`src/rtl/gbx_sched_pkg.sv`:
```
// Shared types and constants for the gearbox round-robin scheduler.
package gbx_sched_pkg;

    typedef enum logic [1:0] {
        IDLE,
        OWN,
        PAD
    } state_t;

    localparam int GBX_PERIOD = 32;
    localparam int BEAT_W = 5;
    localparam logic [131:0] PAD_BLOCK_DEF = 132'h1E;

endpackage

```
`src/rtl/gbx_rr_arb.sv`:
```
// Combinational round-robin picker; search starts just after last.
module gbx_rr_arb
    import gbx_sched_pkg::*;
#(
    parameter int N_REQ = 4,
    parameter int ID_W  = 2
) (
    input  logic [N_REQ-1:0] req,
    input  logic [ID_W-1:0]  last,
    output logic [ID_W-1:0]  grant,
    output logic             any
);

    int j;

    // Walk offsets high to low so the nearest requester after last wins.
    always_comb begin
        grant = '0;
        any   = 1'b0;
        j     = 0;
        for (int i = N_REQ; i >= 1; i--) begin
            j = int'(last) + i;
            if (j >= N_REQ) begin
                j = j - N_REQ;
            end
            if (req[j]) begin
                grant = ID_W'(j);
                any   = 1'b1;
            end
        end
    end

endmodule

```
`src/rtl/gearbox_rr_scheduler.sv`:
```
// Period-atomic round-robin feeder for a shared 132->128 gearbox.
// Define GBX_SCHED_STATS_EN to add per-requester period and pad counters.
module gearbox_rr_scheduler
    import gbx_sched_pkg::*;
#(
    parameter int N_REQ = 4,
    parameter int DW = 132,
    parameter int BURST_PERIODS = 1,
    parameter int PAD_TIMEOUT = 8,
    parameter logic [DW-1:0] PAD_BLOCK = DW'(PAD_BLOCK_DEF),
    localparam int ID_W = (N_REQ > 1) ? $clog2(N_REQ) : 1
) (
    input  logic                clk,
    input  logic                rst,
    input  logic                cfg_enable,
    input  logic [N_REQ-1:0]    cfg_mask,
    input  logic [N_REQ-1:0]    req_valid,
    input  logic [N_REQ*DW-1:0] req_data,
    output logic [N_REQ-1:0]    req_ready,
    output logic                gbx_din_valid,
    output logic [DW-1:0]       gbx_din,
    input  logic                gbx_din_ready,
    output logic                gbx_sop,
    output logic [ID_W-1:0]     owner,
    output logic                owner_vld
`ifdef GBX_SCHED_STATS_EN
    ,
    output logic [N_REQ*32-1:0] stat_periods,
    output logic [31:0]         stat_pads
`endif
);

    localparam int IDL_W = 16;

    state_t             state_q, state_d;
    logic [BEAT_W-1:0]  beat_q, beat_d;
    logic [7:0]         period_q, period_d;
    logic [IDL_W-1:0]   idle_q, idle_d;
    logic [ID_W-1:0]    owner_q, owner_d;
    logic [ID_W-1:0]    last_q, last_d;
    logic [ID_W-1:0]    pick;
    logic               any;
    logic               own_vld;
    logic               accept;
    logic               last_beat;
    logic               pad_hit;

    gbx_rr_arb #(
        .N_REQ (N_REQ),
        .ID_W  (ID_W)
    ) u_arb (
        .req   (req_valid & ~cfg_mask),
        .last  (last_q),
        .grant (pick),
        .any   (any)
    );

    assign own_vld   = req_valid[owner_q];
    assign accept    = gbx_din_valid & gbx_din_ready;
    assign last_beat = (beat_q == BEAT_W'(GBX_PERIOD - 1));
    assign pad_hit   = (PAD_TIMEOUT > 0) &&
                       (idle_q == IDL_W'(PAD_TIMEOUT - 1));

    assign gbx_sop   = gbx_din_valid & (beat_q == '0);
    assign owner     = owner_q;
    assign owner_vld = (state_q != IDLE);

    // Owner path is a pure pass-through so the gearbox sees no added latency.
    always_comb begin
        gbx_din_valid = 1'b0;
        gbx_din       = '0;
        req_ready     = '0;
        unique case (state_q)
            OWN: begin
                gbx_din_valid      = own_vld;
                gbx_din            = req_data[int'(owner_q)*DW +: DW];
                req_ready[owner_q] = gbx_din_ready;
            end
            PAD: begin
                gbx_din_valid = 1'b1;
                gbx_din       = PAD_BLOCK;
            end
            default: ;
        endcase
    end

    always_comb begin
        state_d  = state_q;
        beat_d   = beat_q;
        period_d = period_q;
        idle_d   = idle_q;
        owner_d  = owner_q;
        last_d   = last_q;
        unique case (state_q)
            IDLE: begin
                idle_d = '0;
                if (cfg_enable && any) begin
                    owner_d = pick;
                    last_d  = pick;
                    state_d = OWN;
                end
            end
            OWN: if (gbx_din_ready) begin
                if (own_vld) begin
                    beat_d = beat_q + 1'b1;
                    idle_d = '0;
                    if (last_beat) begin
                        if ((period_q + 8'd1 == 8'(BURST_PERIODS)) ||
                            !cfg_enable) begin
                            state_d  = IDLE;
                            period_d = '0;
                        end else begin
                            period_d = period_q + 8'd1;
                        end
                    end
                end else if (beat_q == '0) begin
                    state_d  = IDLE;
                    period_d = '0;
                end else if (pad_hit) begin
                    state_d = PAD;
                    idle_d  = '0;
                end else if (idle_q != '1) begin
                    idle_d = idle_q + 1'b1;
                end
            end
            PAD: if (gbx_din_ready) begin
                beat_d = beat_q + 1'b1;
                if (last_beat) begin
                    state_d  = IDLE;
                    period_d = '0;
                end
            end
            default: state_d = IDLE;
        endcase
    end

    always_ff @(posedge clk or posedge rst) begin
        if (rst) begin
            state_q  <= IDLE;
            beat_q   <= '0;
            period_q <= '0;
            idle_q   <= '0;
            owner_q  <= '0;
            last_q   <= ID_W'(N_REQ - 1);
        end else begin
            state_q  <= state_d;
            beat_q   <= beat_d;
            period_q <= period_d;
            idle_q   <= idle_d;
            owner_q  <= owner_d;
            last_q   <= last_d;
        end
    end

`ifdef GBX_SCHED_STATS_EN
    logic [N_REQ*32-1:0] per_q, per_d;
    logic [31:0]         pads_q, pads_d;

    // Pad-completed periods still belong to the owner that started them.
    always_comb begin
        per_d  = per_q;
        pads_d = pads_q;
        if (accept && last_beat &&
            per_q[int'(owner_q)*32 +: 32] != '1) begin
            per_d[int'(owner_q)*32 +: 32] =
                per_q[int'(owner_q)*32 +: 32] + 32'd1;
        end
        if (accept && (state_q == PAD) && pads_q != '1) begin
            pads_d = pads_q + 32'd1;
        end
    end

    always_ff @(posedge clk or posedge rst) begin
        if (rst) begin
            per_q  <= '0;
            pads_q <= '0;
        end else begin
            per_q  <= per_d;
            pads_q <= pads_d;
        end
    end

    assign stat_periods = per_q;
    assign stat_pads    = pads_q;
`endif

endmodule

```
`config.mk`:
```
export PLATFORM = sky130hd
export DESIGN_NAME = gearbox_rr_scheduler
export DESIGN_NICKNAME = d
export VERILOG_FILES = /design/src/rtl/gbx_sched_pkg.sv /design/src/rtl/gbx_rr_arb.sv /design/src/rtl/gearbox_rr_scheduler.sv
export SDC_FILE = /design/constraint.sdc
export NUM_CORES = 1
export LEC_CHECK = 0
export ABC_AREA = 1
export CORE_AREA = 3 3 267 269
export DETAILED_ROUTE_END_ITERATION = 12
export DIE_AREA = 0 0 270 272
export GPL_TIMING_DRIVEN = 0
export PLACE_DENSITY = 0.4
export SLEW_MARGIN = 30
export SYNTH_ARGS = -nofsm -noshare
export SYNTH_HDL_FRONTEND = slang
export SYNTH_SLANG_ARGS = --single-unit
```
`constraint.sdc`:
```
create_clock -name clk -period 2.13 [get_ports clk]
set_input_delay 0.426 -clock clk [delete_from_list [all_inputs] [get_ports clk]]
set_output_delay 0.426 -clock clk [all_outputs]
set_load 0.005 [all_outputs]
```
-- Yosys cells after proc, flatten, opt, wreduce, memory -nomap -nowiden
Cells that the tools add are included.
- bits in registers: 35
- bits of input ports: 540
- output and inout port bits: 141
- logic and storage cells: 123
- add/sub/neg operators: 11
- $mul: 1
- magnitude comparators: 10
- equality and inequality tests: 17
- shift-type cells: 1
- mux-type cells: 59
- bitwise logic cells: 4
- reductions and logical operators: 14
- operator list (kind ; number):
    528-bit by 11-bit indexed part select with 132-bit output ; 1
    132-bit one-hot mux with 2 select lines ; 1
    32-bit by 4-bit greater-or-equal comparator with 1-bit output, second input constant ; 4
    32-bit by 4-bit < comparator with 1-bit output, second input constant ; 4
    32-bit two-way mux ; 4
    32-bit by 4-bit subtractor with 32-bit output, second input constant ; 4
    16-bit two-way mux ; 5
    8-bit two-way mux ; 7
    16-bit one-hot mux with 2 select lines ; 1
    2-bit two-way mux ; 13
    16-bit by 1-bit adder with 16-bit output, second input constant ; 1
    16-bit by 3-bit == test with 1-bit output, second input constant ; 1
    16-bit inequality test, second input constant ; 1
    8-bit one-hot mux with 2 select lines ; 1
    5-bit two-way mux ; 3
    1-bit two-way mux ; 14
    3-bit inequality test, second input constant ; 4
    1-bit binary-select mux with 2-bit select ; 5
    2-bit inequality test, second input constant ; 5
    5-bit one-hot mux with 2 select lines ; 1
    8-bit by 1-bit adder with 8-bit output, second input constant ; 1
    4-bit bitwise AND ; 2
    8-bit by 1-bit == test with 1-bit output, second input constant ; 1
    2-bit by 6-bit multiplier with 8-bit output, second input constant ; 1
    26 further kinds ; 32

-- Longest topological paths before layout
- word-level depth: 13
- mapped depth: 13

-- Modules after synthesis
From an unflattened synthesis, not the netlist that was laid out.
- cells, all modules: 901
- area total of the unflattened synthesis: 5706.7 um2
- by module, submodules not included (module ; instances ; cells each ; area an instance (um2) ; seq. area each (um2)):
    gearbox_rr_scheduler ; 1 ; 852 ; 5480.3 ; 878.3
    gbx_rr_arb ; 1 ; 49 ; 226.5 ; 0.0

-- Worst setup path after synthesis
No wires, ideal clock.
- path kind: register to output
- from: register state_q[1]
- to: output port gbx_din[106]
- data arrival time: 1.558 ns
- data required time: 1.704 ns
- path slack: 0.146 ns
- stages on the path, launching flop included: 8
- cells stage by stage: dfrtp_1 -> inv_1 -> ha_1 -> buf_2 -> nand2_1 -> clkbuf_1 -> buf_1 -> a31oi_1
- longest elaborated chain between the ends: 2
- elaborated cells between the ends (all ways): 3
- those cells by class: 2 x eq/ne; 1 x mux
- ends and longest elaborated chain (item ; RTL line ; source):
    start, declared ; gearbox_rr_scheduler.sv:35 ; state_t state_q, state_d;
    start signal, assigned ; gearbox_rr_scheduler.sv:146 ; state_q <= state_d;
    2-bit == test / 2-bit by 1-bit == test with 1-bit output (equally long branches) ; gearbox_rr_scheduler.sv:73 ; unique case (state_q)
    132-bit one-hot mux with 2 select lines * ; gearbox_rr_scheduler.sv:73 ;
    end, declared ; gearbox_rr_scheduler.sv:21 ; output logic [DW-1:0] gbx_din,
Mark *: on every way between the ends. The rest lies on a longest branch, timed or not.

-- Worst setup path in the final report
- from: register owner_q[0], in the netlist owner[0]
- to: output port gbx_din[129]
- longest elaborated chain between the ends: 3
- ends and longest elaborated chain (item ; RTL line ; source):
    start, declared ; gearbox_rr_scheduler.sv:39 ; logic [ID_W-1:0] owner_q, owner_d;
    start signal, assigned ; gearbox_rr_scheduler.sv:150 ; owner_q <= owner_d;
    2-bit by 6-bit multiplier with 8-bit output ; gearbox_rr_scheduler.sv:76 ; gbx_din = req_data[int'(owner_q)*DW +: DW];
    528-bit by 11-bit indexed part select with 132-bit output ; gearbox_rr_scheduler.sv:76 ;
    132-bit one-hot mux with 2 select lines ; gearbox_rr_scheduler.sv:73 ;
No other way between the ends.

==> flow_summary.json <==
{
  "cellLeakagePower_nw": 5.94,
  "dpl.hpwl_um": 57000,
  "layout-drive-gt1-share_pct": 27.2,
  "cts_sinks": 35,
  "yosysSeqAreaShare_pct": 14.3,
  "place_area_sq_mm": 0.0141,
  "grt_max_degree": 26,
  "fin_cells": 2713,
  "grt_pass1_vias": 12100,
  "num_vias": 11700,
  "max_freq_ghz": 0.398,
  "yosys_warnings": 0,
  "path_clk_slew_ns": 0.06,
  "placed_cells": 2643,
  "die_area_sq_mm": 0.0734,
  "crit_type": "flip-flop to output port",
  "required_ns": 1.70,
  "die_h_um": 272,
  "status": "finished with violations",
  "violations": "setup timing",
  "core_area_sq_mm": 0.0688,
  "synth_cell_types": 34,
  "crit_path_start_kind": "flip-flop",
  "crit_arrival_ns": 2.09,
  "stdcell_area_sq_mm": 0.0161,
  "wl_um": 69300,
  "syn_area_sq_mm": 0.00613,
  "drc": 0,
  "drv_cap": 0,
  "finalHoldViolations": 0,
  "drt_first_pass_iters": 9,
  "syn2layout_area_growth_pct": 163,
  "placementRows": 96,
  "grt_util_all_layers_pct": 17.7,
  "synthCells": 1031,
  "synth-seq-cells": 35,
  "period_minus_slack_ns": 2.51,
  "cts_max_path_buffers": 2,
  "ant_nets": 0,
  "clk_latency_ns": 0.28,
  "antenna_found_initial": 25,
  "ir_drop_v": 0.000464,
  "io_pins": 681,
  "fillerInstances": 7674,
  "finalWorstSetupSlack_ns": -0.382,
  "cts_made_buffers": 5,
  "wire_per_inst_um": 25.5,
  "seq_area_sq_um": 881,
  "syn_nets": 1580,
  "via_per_inst": 4.31,
  "report.power.total_mw": 15.7,
  "holdWs_ns": 0.419,
  "ctsHtreeMaxLevel": 2,
  "layout.nets": 2323,
  "die_x_um": 270,
  "avgSynthCellArea_sq_um": 5.95,
  "cp_max_fo": 6,
  "multi_input_area_sq_mm": 0.00555,
  "cp-end-kind": "output port",
  "period_share_pct": 118,
  "place.gp.congestion": 0.931,
  "grt_pass1_wl_um": 95000,
  "final_cell_mix": "clkdlybuf4s50_1 (542), nand3_1 (265), nand2_1 (130)",
  "port_buffers": 680,
  "final_common_cell": "clkdlybuf4s50_1",
  "finalSetupViolCount": 134,
  "tightest_slew_ns": 0.677,
  "finalMaxSlewViolations": 0,
  "cts-root-buf": "clkbuf_16",
  "rsz0062_at_grt": "true",
  "initial_core_util_pct": 8.91,
  "powerDensity_mw_per_mm2": 975,
  "grt-ovfl-total": 0,
  "maxSlewHeadroom_pct": 54.5,
  "finClkSkew_ns": 0.00354,
  "hp-class": "primary input to asynchronous set/reset pin",
  "cts_tree": "yes",
  "drt_iter0_drc": 785
}
## report_power, final
part           total (mW)  internal (mW)  switching (mW)
registers           0.904          0.793           0.111
clock network       0.716          0.433           0.283
logic                14.1           6.27            7.83
total                15.7           7.50            8.22
## through the flow
stage	utilization, %	TNS (ns)	worst slack, ns
6_report	23.4	-30.35	-0.382
5_1_grt	23.4	-41.63	-0.456
4_1_cts	23.0	-40.89	-0.433
3_5_place_dp	20.5	-175.91	-1.68
3_3_place_gp	20.5	-227.67	-2.12
2_1_floorplan	-	0	0.146
## sequential cells by signal, summed over array words and instances, names as in the netlist
signal    count
last_q        2
beat_q        5
idle_q       16
state_q       2
owner         2
period_q      8
## cell type report
class	instances	area share [%]
Timing Repair Buffer	737	43.1
Multi-Input combinational cell	833	34.4
Antenna cell	7	0.109
Buffer	107	7.55
Clock inverter	1	0.0310
Sequential cell	35	5.46
Inverter	55	1.31
Clock buffer	7	0.822
Tap cell	931	7.22
## worst max-delay path: stages, from the launching register on
cell and delay (ns):
dfrtp_2 0.45, inv_2 0.07, buf_12 0.14, nor2_4 0.15, buf_6 0.13, buf_12 0.15, buf_8 0.13, buf_8 0.12
a22oi_2 0.05, a31oi_1 0.21, buf_2 0.16
## cell families after synthesis
logic type | count (synthesis) | share of synthesized area (%)
adder cells (fa/ha/maj) | 9 | 1.84
XOR/XNOR | 9 | 1.28
AND/OR/NAND/NOR | 510 | 38.8
flip-flops | 35 | 14.3
buffers and inverters | 164 | 10.6
AO/OA/AOI/OAI | 304 | 33.1
## what timing repair did
action	CTS	global route
endpoints found under the setup margin	162	161
hold buffers	0	0
resized for setup	926	128
gates cloned	11	1
pin swaps	72	67
buffers inserted	45	8
## cells in the mapped netlist
cell / count / share of area, %
nor2_4: 1 / 0.18
a31oi_1: 128 / 13
o21bai_1: 1 / 0.12
buf_2: 15 / 1.2
a21oi_1: 15 / 1.2
nor2_2: 3 / 0.31
and3_1: 1 / 0.10
buf_4: 5 / 0.61
clkbuf_1: 83 / 5.1
or2_2: 3 / 0.31
dfstp_2: 2 / 0.86
a22oi_1: 128 / 16
nand3_1: 297 / 24
dfrtp_1: 33 / 13
nand2_1: 135 / 8.3
xor2_1: 8 / 1.1
nand4_1: 12 / 1.2
buf_1: 6 / 0.37
a21boi_2: 1 / 0.18
nor3b_1: 1 / 0.12
xnor2_1: 1 / 0.14
o21ai_1: 15 / 1.2
o21ai_2: 1 / 0.14
inv_1: 51 / 3.1
nor3_2: 1 / 0.16
o21ai_0: 10 / 0.82
nand2_2: 3 / 0.31
a221oi_1: 4 / 0.57
ha_1: 9 / 1.8
nor3_1: 9 / 0.73
inv_2: 4 / 0.24
o2111ai_1: 1 / 0.14
nand4_2: 1 / 0.20
nor2_1: 43 / 2.6
## per-layer routing
layer	share of wire (%)	up-vias	global-route usage [%]	routed length, um
li1	-	5370	-	-
met1	43	5674	22.8	29900
met2	49	560	31.1	33900
met3	6.9	65	4.27	4760
met4	0.99	12	1.43	686
met5	0.12	-	0	82
## worst paths after layout
kind	end	slack, ns	cells after the start	from
worst min-delay path	idle_q[0]$_DFFE_PP0P_	0.42	2	rst
worst max-delay path	gbx_din[129]	-0.38	10	owner[0]$_DFFE_PP0P_
min in group clk	beat_q[3]$_DFFE_PP0P_	0.50	1	beat_q[3]$_DFFE_PP0P_
worst max register to register	idle_q[15]$_DFFE_PP0P_	0.13	12	owner[0]$_DFFE_PP0P_
max in group asynchronous	last_q[0]$_DFFE_PP1P_	1.20	3	rst
worst min register to register	beat_q[3]$_DFFE_PP0P_	0.50	1	beat_q[3]$_DFFE_PP0P_
Power figures use the tool's default switching activity.
